`src/rtl/buck_pkg.sv`:
```
// buck_pkg -- shared definitions for the buck PWM generator.
//   * Discharge-FSM state encodings (one-hot) seen on current_state.
//   * Default PWM timing (PERIOD, MAX_ON, MIN_ON) in clk cycles.
//   * buck_enable(): decides whether a state permits buck switching.
package buck_pkg;

    localparam int STATE_W = 8;
    localparam int TIME_W  = 16;

    typedef enum logic [STATE_W-1:0] {
        S_WAIT_BREAKDOWN  = 8'b0000_0001,
        S_BUCK_INTERLEAVE = 8'b0000_0010,
        S_DEION           = 8'b1000_0000
    } dis_state_e;

    localparam logic [TIME_W-1:0] PERIOD_DEF = 16'd400;  // 4 us at 100 MHz
    localparam logic [TIME_W-1:0] MAX_ON_DEF = 16'd360;
    localparam logic [TIME_W-1:0] MIN_ON_DEF = 16'd8;

    // Only the breakdown-wait and interleaved-buck states may drive the gates.
    function automatic logic buck_enable(input logic [STATE_W-1:0] st);
        return (st == S_WAIT_BREAKDOWN) || (st == S_BUCK_INTERLEAVE);
    endfunction

endpackage

```
`src/rtl/buck_pwm_gen_if.sv`:
```
// buck_pwm_gen_if -- signal bundle between the discharge controller and the
// buck PWM generator.
//   master : controller side (drives state, on-time requests, OC flag)
//   slave  : PWM generator side (drives timers, gates, cycle_start_0)
// Signals:
//   current_state    [8]  discharge FSM state, one-hot
//   charging_time_0  [16] requested phase-0 on-time (clk cycles)
//   charging_time_1  [16] requested phase-1 on-time (clk cycles)
//   oc_fault         [1]  overcurrent trip, high = trip
//   timer_buck_4us_0 [16] phase-0 period counter
//   timer_buck_4us_1 [16] phase-1 period counter (half-period offset)
//   gate_0 / gate_1  [1]  MOSFET gate drive, high = on
//   cycle_start_0    [1]  one-clk pulse while timer_buck_4us_0 == 0
interface buck_pwm_gen_if;
    import buck_pkg::*;

    logic [STATE_W-1:0] current_state;
    logic [TIME_W-1:0]  charging_time_0;
    logic [TIME_W-1:0]  charging_time_1;
    logic               oc_fault;
    logic [TIME_W-1:0]  timer_buck_4us_0;
    logic [TIME_W-1:0]  timer_buck_4us_1;
    logic               gate_0;
    logic               gate_1;
    logic               cycle_start_0;

    modport master (
        output current_state, charging_time_0, charging_time_1, oc_fault,
        input  timer_buck_4us_0, timer_buck_4us_1, gate_0, gate_1, cycle_start_0
    );

    modport slave (
        input  current_state, charging_time_0, charging_time_1, oc_fault,
        output timer_buck_4us_0, timer_buck_4us_1, gate_0, gate_1, cycle_start_0
    );

endinterface

```
`src/rtl/buck_pwm_phase.sv`:
```
// buck_pwm_phase -- one buck phase: free-running period timer, shadowed and
// clamped on-time, arm flag, overcurrent latch and registered gate.
// Ports:
//   clk, rst_n        clock / asynchronous active-low reset
//   enable_i          switching permitted by the discharge FSM
//   charging_time_i   requested on-time, sampled once per period
//   oc_fault_i        overcurrent trip (synchronous)
//   timer_o           period counter, 0..PERIOD-1
//   gate_o            gate drive, high = on
// TIMER_INIT sets the counter value out of reset (phase offset).
module buck_pwm_phase
    import buck_pkg::*;
#(
    parameter logic [TIME_W-1:0] PERIOD     = PERIOD_DEF,
    parameter logic [TIME_W-1:0] MAX_ON     = MAX_ON_DEF,
    parameter logic [TIME_W-1:0] MIN_ON     = MIN_ON_DEF,
    parameter logic [TIME_W-1:0] TIMER_INIT = '0
) (
    input  logic              clk,
    input  logic              rst_n,
    input  logic              enable_i,
    input  logic [TIME_W-1:0] charging_time_i,
    input  logic              oc_fault_i,
    output logic [TIME_W-1:0] timer_o,
    output logic              gate_o
);

    // Zero stays zero (phase idle); tiny requests are raised to a usable
    // minimum; MAX_ON < PERIOD keeps an off interval in every period.
    function automatic logic [TIME_W-1:0] clamp_on_time(input logic [TIME_W-1:0] req);
        if (req == '0)
            return '0;
        else if (req < MIN_ON)
            return MIN_ON;
        else if (req > MAX_ON)
            return MAX_ON;
        else
            return req;
    endfunction

    logic [TIME_W-1:0] timer_q,   timer_d;
    logic [TIME_W-1:0] on_time_q, on_time_d;
    logic              arm_q,     arm_d;
    logic              oc_latch_q, oc_latch_d;
    logic              gate_q,    gate_d;
    logic              wrap;

    // Last count of the period: the boundary where new settings take over.
    assign wrap = (timer_q == PERIOD - 16'd1);

    always_comb begin
        timer_d = wrap ? '0 : timer_q + 16'd1;

        // Shadow register: the request only matters on the last count, so
        // mid-period changes wait for the next period.
        on_time_d = wrap ? clamp_on_time(charging_time_i) : on_time_q;

        // Arming only at the boundary prevents a partial pulse when enable
        // rises mid-period; losing enable disarms at once.
        if (!enable_i)
            arm_d = 1'b0;
        else if (wrap)
            arm_d = 1'b1;
        else
            arm_d = arm_q;

        // A trip on the boundary count beats the per-period clear.
        if (oc_fault_i)
            oc_latch_d = 1'b1;
        else if (wrap)
            oc_latch_d = 1'b0;
        else
            oc_latch_d = oc_latch_q;

        gate_d = arm_q & enable_i & (timer_q < on_time_q) & ~oc_latch_q;
    end

    always_ff @(posedge clk or negedge rst_n) begin
        if (!rst_n) begin
            timer_q    <= TIMER_INIT;
            on_time_q  <= '0;
            arm_q      <= 1'b0;
            oc_latch_q <= 1'b0;
            gate_q     <= 1'b0;
        end else begin
            timer_q    <= timer_d;
            on_time_q  <= on_time_d;
            arm_q      <= arm_d;
            oc_latch_q <= oc_latch_d;
            gate_q     <= gate_d;
        end
    end

    assign timer_o = timer_q;
    assign gate_o  = gate_q;

endmodule

```
`src/rtl/buck_pwm_gen.sv`:
```
// buck_pwm_gen -- buck converter PWM generator, one or two interleaved phases.
// Ports:
//   clk    system clock, rising edge
//   rst_n  asynchronous active-low reset
//   bus    buck_pwm_gen_if.slave (state, on-time requests, OC flag in;
//          timers, gates, cycle_start_0 out)
// Configuration macro INTERLEAVE_PHASE1_EN:
//   defined   -> phase 1 runs half a period behind phase 0
//   undefined -> timer_buck_4us_1 and gate_1 are tied to 0 and
//                charging_time_1 is ignored
module buck_pwm_gen
    import buck_pkg::*;
#(
    parameter logic [TIME_W-1:0] PERIOD = PERIOD_DEF,
    parameter logic [TIME_W-1:0] MAX_ON = MAX_ON_DEF,
    parameter logic [TIME_W-1:0] MIN_ON = MIN_ON_DEF
) (
    input  logic           clk,
    input  logic           rst_n,
    buck_pwm_gen_if.slave  bus
);

    logic              enable;
    logic [TIME_W-1:0] timer_0;
    logic              gate_0;
    logic              cycle_start_q, cycle_start_d;

    assign enable = buck_enable(bus.current_state);

    buck_pwm_phase #(
        .PERIOD     (PERIOD),
        .MAX_ON     (MAX_ON),
        .MIN_ON     (MIN_ON),
        .TIMER_INIT ('0)
    ) u_phase0 (
        .clk             (clk),
        .rst_n           (rst_n),
        .enable_i        (enable),
        .charging_time_i (bus.charging_time_0),
        .oc_fault_i      (bus.oc_fault),
        .timer_o         (timer_0),
        .gate_o          (gate_0)
    );

    // Registered so that it is low in reset even though the timer sits at 0;
    // it is high exactly while the timer shows 0 after a wrap.
    assign cycle_start_d = (timer_0 == PERIOD - 16'd1);

    always_ff @(posedge clk or negedge rst_n) begin
        if (!rst_n)
            cycle_start_q <= 1'b0;
        else
            cycle_start_q <= cycle_start_d;
    end

    assign bus.timer_buck_4us_0 = timer_0;
    assign bus.gate_0           = gate_0;
    assign bus.cycle_start_0    = cycle_start_q;

`ifdef INTERLEAVE_PHASE1_EN
    logic [TIME_W-1:0] timer_1;
    logic              gate_1;

    buck_pwm_phase #(
        .PERIOD     (PERIOD),
        .MAX_ON     (MAX_ON),
        .MIN_ON     (MIN_ON),
        .TIMER_INIT (PERIOD >> 1)
    ) u_phase1 (
        .clk             (clk),
        .rst_n           (rst_n),
        .enable_i        (enable),
        .charging_time_i (bus.charging_time_1),
        .oc_fault_i      (bus.oc_fault),
        .timer_o         (timer_1),
        .gate_o          (gate_1)
    );

    assign bus.timer_buck_4us_1 = timer_1;
    assign bus.gate_1           = gate_1;
`else
    logic unused_charging_time_1;
    assign unused_charging_time_1 = ^bus.charging_time_1;

    assign bus.timer_buck_4us_1 = '0;
    assign bus.gate_1           = 1'b0;
`endif

endmodule

```
`src/flat_wrapper.sv`:
```
// flat-port wrapper written by rule: the top's interface ports become plain ports
module buck_pwm_gen_flat import buck_pkg::*;
#(
    parameter logic [TIME_W-1:0] PERIOD = PERIOD_DEF,
    parameter logic [TIME_W-1:0] MAX_ON = MAX_ON_DEF,
    parameter logic [TIME_W-1:0] MIN_ON = MIN_ON_DEF
)
  (clk, rst_n, bus_current_state, bus_charging_time_0, bus_charging_time_1, bus_oc_fault, bus_timer_buck_4us_0, bus_timer_buck_4us_1, bus_gate_0, bus_gate_1, bus_cycle_start_0);
  buck_pwm_gen_if bus_i ();
  input  logic clk;
  input  logic rst_n;
  input wire logic [$bits(bus_i.current_state)-1:0] bus_current_state;
  input wire logic [$bits(bus_i.charging_time_0)-1:0] bus_charging_time_0;
  input wire logic [$bits(bus_i.charging_time_1)-1:0] bus_charging_time_1;
  input wire logic [$bits(bus_i.oc_fault)-1:0] bus_oc_fault;
  output wire logic [$bits(bus_i.timer_buck_4us_0)-1:0] bus_timer_buck_4us_0;
  output wire logic [$bits(bus_i.timer_buck_4us_1)-1:0] bus_timer_buck_4us_1;
  output wire logic [$bits(bus_i.gate_0)-1:0] bus_gate_0;
  output wire logic [$bits(bus_i.gate_1)-1:0] bus_gate_1;
  output wire logic [$bits(bus_i.cycle_start_0)-1:0] bus_cycle_start_0;
  assign bus_i.current_state = bus_current_state;
  assign bus_i.charging_time_0 = bus_charging_time_0;
  assign bus_i.charging_time_1 = bus_charging_time_1;
  assign bus_i.oc_fault = bus_oc_fault;
  assign bus_timer_buck_4us_0 = bus_i.timer_buck_4us_0;
  assign bus_timer_buck_4us_1 = bus_i.timer_buck_4us_1;
  assign bus_gate_0 = bus_i.gate_0;
  assign bus_gate_1 = bus_i.gate_1;
  assign bus_cycle_start_0 = bus_i.cycle_start_0;
  buck_pwm_gen #(.PERIOD(PERIOD), .MAX_ON(MAX_ON), .MIN_ON(MIN_ON)) u_core (.clk(clk), .rst_n(rst_n), .bus(bus_i));
endmodule
```
`config.mk`:
```
export PLATFORM = sky130hd
export DESIGN_NAME = buck_pwm_gen_flat
export DESIGN_NICKNAME = d
export VERILOG_FILES = /design/src/rtl/buck_pkg.sv /design/src/rtl/buck_pwm_gen_if.sv /design/src/rtl/buck_pwm_phase.sv /design/src/rtl/buck_pwm_gen.sv /design/src/flat_wrapper.sv
export SDC_FILE = /design/constraint.sdc
export NUM_CORES = 1
export LEC_CHECK = 0
export BUFFER_PORTS_ARGS = -buffer_cell sky130_fd_sc_hd__clkbuf_2
export CAP_MARGIN = 0
export CELL_PAD_IN_SITES_DETAIL_PLACEMENT = 1
export CELL_PAD_IN_SITES_GLOBAL_PLACEMENT = 2
export CORE_MARGIN = 4
export CORE_UTILIZATION = 31
export DETAILED_ROUTE_END_ITERATION = 6
export PLACE_DENSITY_LB_ADDON = 0.1
export REMOVE_ABC_BUFFERS = 1
export SLEW_MARGIN = 15
export SYNTH_ARGS = -nofsm -noshare
export SYNTH_HDL_FRONTEND = slang
export SYNTH_SLANG_ARGS = --single-unit
```
`constraint.sdc`:
```
create_clock -name clk -period 4.3 [get_ports clk]
set_input_delay 0.86 -clock clk [delete_from_list [all_inputs] [get_ports clk]]
set_output_delay 0.86 -clock clk [all_outputs]
set_load 0.005 [all_outputs]
```
After elaboration in Yosys (flattened, before gate mapping)
Cells that the tools add are included.
{"block": "classes", "add_sub_neg": 1, "n_lt_le_gt_ge": 3, "n_eq_ne": 4, "n_mux": 8, "bitwise_logic": 4, "reduce_logical": 3}
{"op": "two-way mux 16 bit", "n": 4}
{"op": "adder 16 x 1 -> 16 bit, second input constant", "n": 1}
{"op": "equality test 16 x 9 -> 1 bit, second input constant", "n": 1}
{"op": "> comparator 16 x 9 -> 1 bit, second input constant", "n": 1}
{"op": "logical NOT 16 bit", "n": 1}
{"op": "< comparator 16 bit", "n": 1}
{"op": "< comparator 16 x 4 -> 1 bit, second input constant", "n": 1}
{"op": "equality test 8 x 1 -> 1 bit, second input constant", "n": 1}
{"op": "equality test 8 x 2 -> 1 bit, second input constant", "n": 1}
{"op": "two-way mux 1 bit", "n": 4}
{"op": "AND 1 bit", "n": 3}
{"op": "!= test 2 x 1 -> 1 bit, second input constant", "n": 1}
{"op": "nonzero test 2 bit", "n": 1}
{"op": "logical OR 1 bit", "n": 1}
{"op": "NOT 1 bit", "n": 1}
{"block": "totals", "regBits": 36, "output_inout_bits": 35, "elab_cells": 29}

Logic depth before layout (Yosys ltp)
Gate-level depths: netlist of the first run.
{"block": "logic_depth", "depth_word": 5, "depth_mapped": 7, "mapped_depth_nobuf": 6}

Cells and area by module
From an unflattened synthesis of the first run, not the netlist that was laid out.
{"block": "unflattened", "cells_unflattened": 206, "hier_area_um2": 2029.4}
{"mod": "buck_pwm_phase", "instances": 1, "cells_per_inst": 179, "area_each_um2": 1804.2, "seq_area_each_um2": 875.8}
{"mod": "buck_pwm_gen", "instances": 1, "cells_per_inst": 27, "area_each_um2": 225.2, "seq_area_each_um2": 25.0}

Worst setup path before layout of the first run
No wires, ideal clock.
{"block": "synth_timing", "path_type": "input port to flip-flop", "startpoint": "in bus_charging_time_0[12]", "endpoint": "reg u_core.u_phase0.on_time_q[3]", "setup_time_ns": 0.121, "arrival_ns": 1.922, "required_ns": 4.179, "path_slack_ns": 2.257, "stages": 4, "path_buffers": 0, "cell_sequence": "or4_4 nor3_1 a41oi_1 a22o_1"}
{"block": "synth_via", "elab_chain_cells": 4}
{"element": "from (decl)", "line": "flat_wrapper.sv:13", "source": "input wire logic [$bits(bus_i.charging_time_0)-1:0] bus_charging_time_0;"}
{"element": "> comparator 16 x 9 -> 1 bit", "line": "buck_pwm_phase.sv:35", "source": "else if (req > MAX_ON)"}
{"element": "two-way mux 16 bit", "line": "buck_pwm_phase.sv:35"}
{"element": "two-way mux 16 bit", "line": "buck_pwm_phase.sv:33", "source": "else if (req < MIN_ON)"}
{"element": "two-way mux 16 bit (*)", "line": "buck_pwm_phase.sv:31", "source": "if (req == '0)"}
{"element": "to (signal assigned)", "line": "buck_pwm_phase.sv:87", "source": "on_time_q <= on_time_d;"}
{"element": "to (decl)", "line": "buck_pwm_phase.sv:42", "source": "logic [TIME_W-1:0] on_time_q, on_time_d;"}
Every way passes the cells marked *; elsewhere a longest branch is shown, timed or not.
A chain may end at the register's enable or synchronous reset.

Worst setup path in the final report of the first run
{"block": "layout_timing", "startpoint": "reg u_core.u_phase0.timer_q[0], in the netlist u_core.u_phase0.timer_o[0]", "endpoint": "reg u_core.u_phase0.timer_q[15], in the netlist u_core.u_phase0.timer_o[15]"}
{"block": "layout_via", "elab_chain_cells": 2}
{"element": "from (decl)", "line": "buck_pwm_phase.sv:41", "source": "logic [TIME_W-1:0] timer_q, timer_d;"}
{"element": "from (signal assigned)", "line": "buck_pwm_phase.sv:86", "source": "timer_q <= timer_d;"}
{"element": "adder 16 x 1 -> 16 bit / equality test 16 x 9 -> 1 bit (equally long branches)", "line": "buck_pwm_phase.sv:52, buck_pwm_phase.sv:49"}
{"element": "two-way mux 16 bit (*)", "line": "buck_pwm_phase.sv:52", "source": "timer_d = wrap ? '0 : timer_q + 16'd1;"}
{"element": "via u_core.u_phase0.timer_d[15]", "line": "buck_pwm_phase.sv:41"}
The timed path passes the listed nets; every way through them passes the cells marked *.

==> impl_metrics.yaml, run 1 <==
grt:
  met2_usage: 0.217
  grt_use_met1: 0.161
  use_met3: 0.0345
  antenna_found_initial: 0
  grt_max_degree: 37
  grt_usage: 0.128
  grt_pass1_wl_um: 7720
  grt_pass1_vias: 1592
  grt_busiest_layer: "met2"
  grt.overflow.total: 0
timing:
  finalCritPeriodShare: 0.478
  setup_violations: 0
  fmax_mhz: 486
  min_period_ps: 2060
  finClkSkew_ps: 5.33
  slew_violations: 0
  rsz0062_at_grt: "no"
  tightest_slew_ps: 917
  relSlewSlack: 0.389
  fin_setup_tns_ps: 0
  final-hold-violation-count: 0
finish:
  diodes: 0
  utilization: 0.370
  syn_to_final_growth_pct: 15.9
  fin_nets: 314
  fin_area_um2: 2350
  fill_cells: 786
  drive_above_1_share: 0.219
  instances_no_fill: 333
critical_path:
  critPathTopFamily: "simple AND/OR/NAND/NOR gates"
  critPathRequiredTime_ps: 4470
  startpoint_type: "register"
  crit_fanout: 25
  path_class: "reg2reg"
  path_cells: "ha_1 > and3_1 > nand4_2 > clkinv_2 > nor2_1 > mux2_2"
  critPathBufInv: 1
  critPathSlowestCell: "clkinv_2"
  critPathMaxStageDelay_ps: 420
  end_kind: "register"
  crit_arrival_ps: 2230
cts:
  cts_resized: 0
  ctsLongestPathBuffers: 2
  h-tree-depth: 2
  post-cts-setup-buffer-count: 0
  numCtsBuffers: 5
  cts.reportedPaths.clkPinSlew_ps: 70
  cts_tree: "done"
  cts-hold-fix-buffers: 0
  root_buffer: "clkbuf_8"
  clkSinkCount: 36
  clkLatencyLatePin_ps: 280
drt:
  drtAntennaViolNets: 0
  detail_route.iter0.violations: 23
  first_pass_iters: 4
  viasPerCell: 4.74
  drc_errors: 0
  routed_wl_um: 4590
  post_drt_wl_per_cell_um: 13.8
  vias: 1578
pwr:
  leakage_uw: 0.00122
  power_per_cell_area_nw_per_um2: 263
  ir_drop_v: 0.000107
die:
  die_w_um: 88.8
  pin_count: 78
  rows: 29
  die_y_um: 88.8
  core_area_um2: 6350
  dieArea_um2: 7890
  start_util: 0.319
synth:
  synth_edf_count: 0
  synthFlopType: "dfrtp_1"
  synth_largest_area_cell: "dfrtp_1"
  synth_cells: 208
  synthDominantCellAreaShare: 0.445
  ys_top_cells_by_area: "dfrtp_1, ha_1, buf_4, nor2_1, xnor2_1"
  postSynthAreaPerCell_um2: 9.73
  synth-seq-area-share: 0.445
  async_flop_share: 1.00
  yosysUniqueCellTypes: 40
  synthesis.area_um2: 2020
  ys_seq_elements: 36
  ys_warn_count: 0
placed_design:
  place_hpwl_um: 3540
  place.gp.congestion: 0.691
  dp.cells: 325
  io_buffers: 44
  place_area_um2: 2260
run:
  drv_cap: 0
run_status:
  status: "finished, final reports clean"
min_path:
  holdCritPathClass: "reg2reg"
[final timing paths]
| kind | endpoint | cells after the start | from | slack (ps) |
|---|---|---|---|---|
| max in group asynchronous | u_core.u_phase0.timer_o[0] | 1 | rst_n | 3020 |
| min | u_core.u_phase0.on_time_q[0] | 2 | u_core.u_phase0.on_time_q[0] | 480 |
| max reg2reg | u_core.u_phase0.timer_o[15] | 6 | u_core.u_phase0.timer_o[0] | 2240 |
| max | u_core.u_phase0.timer_o[15] | 6 | u_core.u_phase0.timer_o[0] | 2240 |
| min reg2reg | u_core.u_phase0.on_time_q[0] | 2 | u_core.u_phase0.on_time_q[0] | 480 |
| min in group asynchronous | u_core.u_phase0.on_time_q[11] | 1 | rst_n | 700 |
[placed cells by master (no fill, tap or decap), types with 3 or more instances in the layout]
master	instances
xor2_1	5
nand4_1	3
clkbuf_2	44
a21oi_1	6
and2_1	4
nand2_1	18
nor3_1	4
xnor2_1	9
nor4_1	4
conb_1	17
nand3_1	8
dfrtp_1	36
clkbuf_8	6
o21ai_0	5
and3_1	6
o22ai_1	4
ha_1	16
nor2_1	22
inv_1	15
[per-stage QoR]
| step | power, uW | setup WS, ps | hold slack [ps] |
|---|---|---|---|
| floorplan | 353 | 2260 | 448 |
| global placement | 376 | 2000 | 468 |
| detailed placement | 376 | 1980 | 476 |
| CTS | 629 | 2180 | 493 |
| global route | 651 | 1950 | 508 |
| finish | 616 | 2240 | 483 |
[cells in the mapped netlist (3+ instances only)]
library cell   n
nor4_1         4
xor2_1         5
o22ai_1        4
a21oi_1        6
dfrtp_1       36
nor2_1        22
nand3_1        8
buf_4         18
nand4_1        3
and2_1         4
nand2_1       18
nor3_1         4
and3_1         6
ha_1          16
xnor2_1        9
inv_1         15
o21ai_0        5
[layer usage]
metal  up-vias  wire length, um
met5         -                0
met1       757             2080
met2        42             2220
met3         5              241
li1        774                -
met4         0               52
[report_power, final]
group          switching (uW)  internal, uW  leakage (uW)
registers              0.0145           338      0.000436
clock network             117           131     0.0000455
logic                    18.8          11.3      0.000739
[flip-flops by register name, summed over array words and instances, names as in the netlist]
register and count:
u_core.bus.cycle_start_0 1, u_core.u_phase0.arm_q 1, u_core.u_phase0.gate_o 1, u_core.u_phase0.oc_latch_q 1, u_core.u_phase0.on_time_q 16, u_core.u_phase0.timer_o 16
[tightest hold or removal path, stage by stage (launching register included)]
cell and delay, ps:
dfrtp_1 340, nand2_1 50, o21ai_1 60
[logic make-up (layout without fill, tap and decap cells)]
logic type | after synthesis | count (layout) | synth area share
xor gates and xnor gates | 14 | 14 | 0.0606
adders and majority gates | 16 | 16 | 0.0989
DFF | 36 | 36 | 0.445
AOI/OAI and AO/OA | 26 | 26 | 0.0890
and+or+nand+nor | 78 | 78 | 0.198
other | 1 | 17 | 0.00185
muxes | 1 | 1 | 0.00556
buffers and inverters | 36 | 68 | 0.101
[final cells by class]
type | count | area [um^2] | area share
Multi-Input combinational cell | 152 | 978 | 0.417
Inverter | 16 | 61.3 | 0.0261
Sequential cell | 36 | 901 | 0.384
Tap cell | 77 | 96.3 | 0.0410
Clock buffer | 8 | 90.1 | 0.0384
Timing Repair Buffer | 44 | 220 | 0.0938
Note: power is estimated with default switching activity, not from simulation.
==> run 2, diff against run 1 <==
--- a/config.mk
+++ b/config.mk
@@ -5,12 +5,13 @@
 export SDC_FILE = /design/constraint.sdc
 export NUM_CORES = 1
 export LEC_CHECK = 0
+export ABC_AREA = 1
 export BUFFER_PORTS_ARGS = -buffer_cell sky130_fd_sc_hd__clkbuf_2
 export CAP_MARGIN = 0
 export CELL_PAD_IN_SITES_DETAIL_PLACEMENT = 1
 export CELL_PAD_IN_SITES_GLOBAL_PLACEMENT = 2
 export CORE_MARGIN = 4
-export CORE_UTILIZATION = 31
+export CORE_UTILIZATION = 27
 export DETAILED_ROUTE_END_ITERATION = 6
 export PLACE_DENSITY_LB_ADDON = 0.1
 export REMOVE_ABC_BUFFERS = 1
==> constraint.sdc (replaced) <==
create_clock -name clk -period 2.09 [get_ports clk]
set_input_delay 0.418 -clock clk [delete_from_list [all_inputs] [get_ports clk]]
set_output_delay 0.418 -clock clk [all_outputs]
set_load 0.005 [all_outputs]
==> run 2 against run 1 <==
Compared with the run above: register-to-register slack worse by 1800 ps; synthesized cell count up 30%; maximum frequency rose by 23%; total power rose by 100%; wire length increased by 12%; worst setup slack got worse by 1800 ps; core utilization fell by 4.1 points; critical path depth up 3; first-iteration DRC count down 35%; area after synthesis increased by 6.4%; largest cell class unchanged; highest routed layer unchanged.
==> impl_metrics.yaml, run 2 <==
run_status:
  status: "finished, final reports clean"
placed_design:
  place.gp.congestion: 0.715
  place_area_um2: 2460
  place_ws_ps: 380
  io_buffers: 44
  place_hpwl_um: 4180
cts:
  clkSinkCount: 36
  cts_tree: "done"
  root_buffer: "clkbuf_8"
  cts_resized: 0
  h-tree-depth: 2
  clkLatencyLatePin_ps: 290
  cts-hold-fix-buffers: 0
  ctsLongestPathBuffers: 2
  numCtsBuffers: 5
  post-cts-setup-buffer-count: 0
  cts.reportedPaths.clkPinSlew_ps: 70
pwr:
  leakage_uw: 0.00147
  power_uw: 1230
  power_per_cell_area_nw_per_um2: 485
  ir_drop_v: 0.000255
die:
  die_y_um: 97.3
  dieArea_um2: 9470
  rows: 32
  core_area_um2: 7730
  pin_count: 78
  start_util: 0.279
  die_w_um: 97.3
grt:
  grt.overflow.total: 0
  antenna_found_initial: 0
  grt_pass1_wl_um: 9290
  grt_max_degree: 37
  grt_usage: 0.119
  grt_pass1_vias: 1981
finish:
  multi_input_area_um2: 960
  drive_above_1_share: 0.194
  diodes: 0
  syn_to_final_growth_pct: 18.0
  seq_area_um2: 901
  fin_nets: 384
  layout_commonest_cell: "inv_1"
  fill_cells: 972
  fin_area_um2: 2540
  layout_common_cells: "inv_1, nand2_1, clkbuf_2, dfrtp_1, nor2_1"
synth:
  yosysMostFrequentCell: "inv_1"
  synthFlopType: "dfrtp_1"
  synth_commonest_cells: "inv_1, nand2_1, dfrtp_1, nor2_1, buf_4"
  synth_cells: 270
  synthesis.area_um2: 2150
  ys_top_cells_by_area: "dfrtp_1, ha_1, inv_1, nand2_1, buf_4"
  synth-seq-area-share: 0.418
  yosysUniqueCellTypes: 25
  ys_seq_elements: 36
  async_flop_share: 1.00
  postSynthAreaPerCell_um2: 7.98
  ys_warn_count: 0
  synth_largest_area_cell: "dfrtp_1"
  synth_edf_count: 0
  synthDominantCellAreaShare: 0.418
timing:
  relSlewSlack: 0.670
  fmax_mhz: 598
  final-hold-violation-count: 0
  fin_setup_tns_ps: 0
  finClkSkew_ps: 6.56
  whs_ps: 176
  min_period_ps: 1670
  slew_violations: 0
  finalCritPeriodShare: 0.800
  tightest_slew_ps: 491
  finalWorstSetupSlack_ps: 417
  setup_violations: 0
  rsz0062_at_grt: "no"
critical_path:
  crit_arrival_ps: 1860
  path_class: "reg2reg"
  r2r_slack_ps: 420
  r2r_cells: 9
  r2r_start: "u_core.u_phase0.timer_o[0]"
  startpoint_type: "register"
  end_kind: "register"
  critPathRequiredTime_ps: 2280
  rr_endpoint: "u_core.u_phase0.timer_o[12]"
  crit_fanout: 5
drt:
  vias: 1780
  viasPerCell: 4.17
  routed_wl_um: 5140
  post_drt_wl_per_cell_um: 12.0
  drc_errors: 0
  drtAntennaViolNets: 0
  detail_route.iter0.violations: 15
  first_pass_iters: 4
run:
  drv_cap: 0
min_path:
  holdCritPathClass: "in2async"
## run 2: critical path: stages, from the launching register on
cell,delay (ps)
dfrtp_1,410
ha_1,230
nand3_2,120
nor2_1,190
nand2_1,110
inv_1,80
nand4_1,120
or2_0,230
nand2_1,60
inv_1,30
## run 2: area by class of cell
type / instances / share of cell area
repair buffers: 51 / 0.107
multi-input cells: 177 / 0.378
clock inverters: 1 / 0.00197
inverters: 54 / 0.0798
clock buffers: 6 / 0.0286
well taps: 102 / 0.0502
flip-flops and latches: 36 / 0.355
## run 2: power by group
group	total, uW	internal, uW	switching [uW]	leakage (uW)
logic	65.9	24.6	41.3	0.000993
registers	696	696	0.0000000000000225	0.000436
clock network	471	227	244	0.0000410
total	1230	948	285	0.00147
## run 2: worst max-delay path by stage
stage                                from                      endpoint  slack (ps)  cells past startpoint
3_3_place_gp   u_core.u_phase0.timer_o[0]   u_core.u_phase0.timer_o[12]         400                      9
3_5_place_dp   u_core.u_phase0.timer_o[0]   u_core.u_phase0.timer_o[12]         380                      9
4_1_cts        u_core.u_phase0.timer_o[0]   u_core.u_phase0.timer_o[12]         370                      9
6_report       u_core.u_phase0.timer_o[0]   u_core.u_phase0.timer_o[12]         420                      9
2_1_floorplan  u_core.u_phase0.timer_o[0]  u_core.u_phase0.on_time_q[0]         520                      7
5_1_grt        u_core.u_phase0.timer_o[0]  u_core.u_phase0.on_time_q[1]         190                      7
## run 2: kinds of logic (layout without fill, tap and decap cells)
group,after synthesis,count (layout),synth area share
flip-flops,36,36,0.418
AND/OR/NAND/NOR,108,108,0.221
AO/OA/AOI/OAI,28,28,0.0697
buffers and inverters,73,112,0.164
XOR/XNOR,8,8,0.0325
adder cells (fa/ha/maj),16,16,0.0930
other,1,17,0.00174
## run 2: per-layer routing
layer | vias to the layer above | part of all wire | global-route usage
met1 | 825 | 0.46 | 0.142
met2 | 31 | 0.49 | 0.217
met4 | 0 | 0.011 | 0.0288
met3 | 7 | 0.039 | 0.0273
met5 | - | 0 | 0
li1 | 917 | - | -
## run 2: stage by stage
step | cells | util
floorplan | 267 | -
detailed placement | 420 | 0.319
global route | 427 | 0.329
finish | 427 | 0.329
CTS | 427 | 0.329
global placement | 420 | 0.319
==> run 3, diff against run 2 <==
--- a/config.mk
+++ b/config.mk
@@ -11,7 +11,7 @@
 export CELL_PAD_IN_SITES_DETAIL_PLACEMENT = 1
 export CELL_PAD_IN_SITES_GLOBAL_PLACEMENT = 2
 export CORE_MARGIN = 4
-export CORE_UTILIZATION = 27
+export CORE_UTILIZATION = 25
 export DETAILED_ROUTE_END_ITERATION = 6
 export PLACE_DENSITY_LB_ADDON = 0.1
 export REMOVE_ABC_BUFFERS = 1
==> constraint.sdc (replaced) <==
create_clock -name clk -period 1.5 [get_ports clk]
set_input_delay 0.3 -clock clk [delete_from_list [all_inputs] [get_ports clk]]
set_output_delay 0.3 -clock clk [all_outputs]
set_load 0.005 [all_outputs]
==> run 3 against run 2 <==
Compared with the run above: register-to-register slack got worse by 380 ps; sequential share of layout area decreased by 4.5 points; cell count grew 7.0%; clock skew is 0.51 ps higher; combinational power increased by 52%; maximum frequency is 15% higher; critical endpoint unchanged; largest cell class unchanged.
==> impl_metrics.yaml, run 3 (same netlist as run 2, synthesis figures left out) <==
timing:
  min_period_ps: 1460
  finClkSkew_ps: 7.07
  rsz0062_at_grt: "yes"
  setup_violations: 0
  slew_violations: 0
  fmax_mhz: 685
  finalCritPeriodShare: 0.974
  finalWorstSetupSlack_ps: 39.7
  whs_ps: 184
  final-hold-violation-count: 0
cts:
  cts.reportedPaths.clkPinSlew_ps: 80
  clkSinkCount: 36
  cts_tree: "done"
  numCtsBuffers: 5
  ctsLongestPathBuffers: 2
  root_buffer: "clkbuf_8"
  h-tree-depth: 2
  clkLatencyLatePin_ps: 290
critical_path:
  r2r_slack_ps: 40
  crit_arrival_ps: 1650
  crit_fanout: 3
  end_kind: "register"
  startpoint_type: "register"
  critPathRequiredTime_ps: 1690
  path_class: "reg2reg"
grt:
  grt_pass1_wl_um: 8850
  grt_pass1_vias: 1936
  grt.overflow.total: 0
  grt_usage: 0.111
  antenna_found_initial: 0
  grt_max_degree: 37
run:
  drv_cap: 0
drt:
  routed_wl_um: 5520
  drtAntennaViolNets: 0
  post_drt_wl_per_cell_um: 12.1
  first_pass_iters: 4
  viasPerCell: 4.18
  detail_route.iter0.violations: 19
  vias: 1911
  drc_errors: 0
run_status:
  status: "finished, final reports clean"
placed_design:
  place_ws_ps: -80.0
  io_buffers: 44
  place.gp.congestion: 0.708
  place_hpwl_um: 4410
die:
  dieArea_um2: 10200
  die_y_um: 101
  start_util: 0.259
  rows: 33
  core_area_um2: 8300
  die_w_um: 101
  pin_count: 78
finish:
  drive_above_1_share: 0.332
  layout_commonest_cell: "inv_1"
  layout_common_cells: "inv_1, nand2_1, clkbuf_2, dfrtp_1, buf_4"
  fill_cells: 1017
  syn_to_final_growth_pct: 36.3
  fin_nets: 410
  diodes: 0
pwr:
  power_per_cell_area_nw_per_um2: 657
  ir_drop_v: 0.000340
  leakage_uw: 0.00164
min_path:
  holdCritPathClass: "in2reg"
## run 3: metal layers
layer	track usage	share of wire	wire length, um	vias up
li1	-	-	-	975
met1	0.139	0.44	2410	898
met2	0.187	0.51	2820	34
met3	0.0270	0.044	240	4
met4	0.0311	0.0078	43	0
met5	0	0	0	-
## run 3: cell type report
| type | count | area (um^2) | share of cell area |
|---|---|---|---|
| Timing Repair Buffer | 76 | 483 | 0.165 |
| Inverter | 54 | 208 | 0.0708 |
| Clock inverter | 3 | 42.5 | 0.0145 |
| Clock buffer | 5 | 68.8 | 0.0234 |
| Sequential cell | 36 | 908 | 0.309 |
| Tap cell | 105 | 131 | 0.0448 |
| Multi-Input combinational cell | 177 | 1090 | 0.370 |
| Timing Repair inverter | 1 | 6.26 | 0.00213 |
## run 3: final timing paths
kind	start	to	depth (start not counted)
max	u_core.u_phase0.timer_o[1]	u_core.u_phase0.timer_o[12]	9
max in group asynchronous	rst_n	u_core.u_phase0.timer_o[4]	3
min reg2reg	u_core.u_phase0.oc_latch_q	u_core.u_phase0.gate_o	1
max reg2reg	u_core.u_phase0.timer_o[1]	u_core.u_phase0.timer_o[12]	9
min in group asynchronous	rst_n	u_core.u_phase0.timer_o[11]	3
min	bus_oc_fault	u_core.u_phase0.oc_latch_q	2
## run 3: critical path: stages, from the launching register on
cell and delay [ps]:
dfrtp_1 410, ha_4 180, nand3_4 90, nor2_4 120
nand2_2 70, inv_2 50, nand4_1 120, or2_0 230
nand2_1 60, inv_1 30
## run 3: metrics by stage
step	TNS, ps	utilization	power (uW)	cell area, um^2	instances
finish	0	0.354	1930	2940	457
global route	-293	0.354	2040	2940	457
CTS	-7.57	0.334	1970	2780	451
detailed placement	-156	0.316	1090	2620	442
global placement	-83.1	0.316	1090	2620	442
floorplan	-380	-	1020	2060	267
## run 3: repair_timing
action / in CTS / in global routing
endpoints found under the setup margin: 8 / 28
gates resized for setup: 8 / 33
buffers inserted: 0 / 5
pin swaps: 0 / 11
hold endpoints to repair: 36 / 0
hold buffers: 1 / 0
gates cloned: 0 / 1
## run 3: where the power goes
group	switching (uW)	total (uW)	internal, uW
logic	60.6	100	39.7
clock network	368	860	492
registers	0.0000000000000338	969	969
total	428	1930	1500
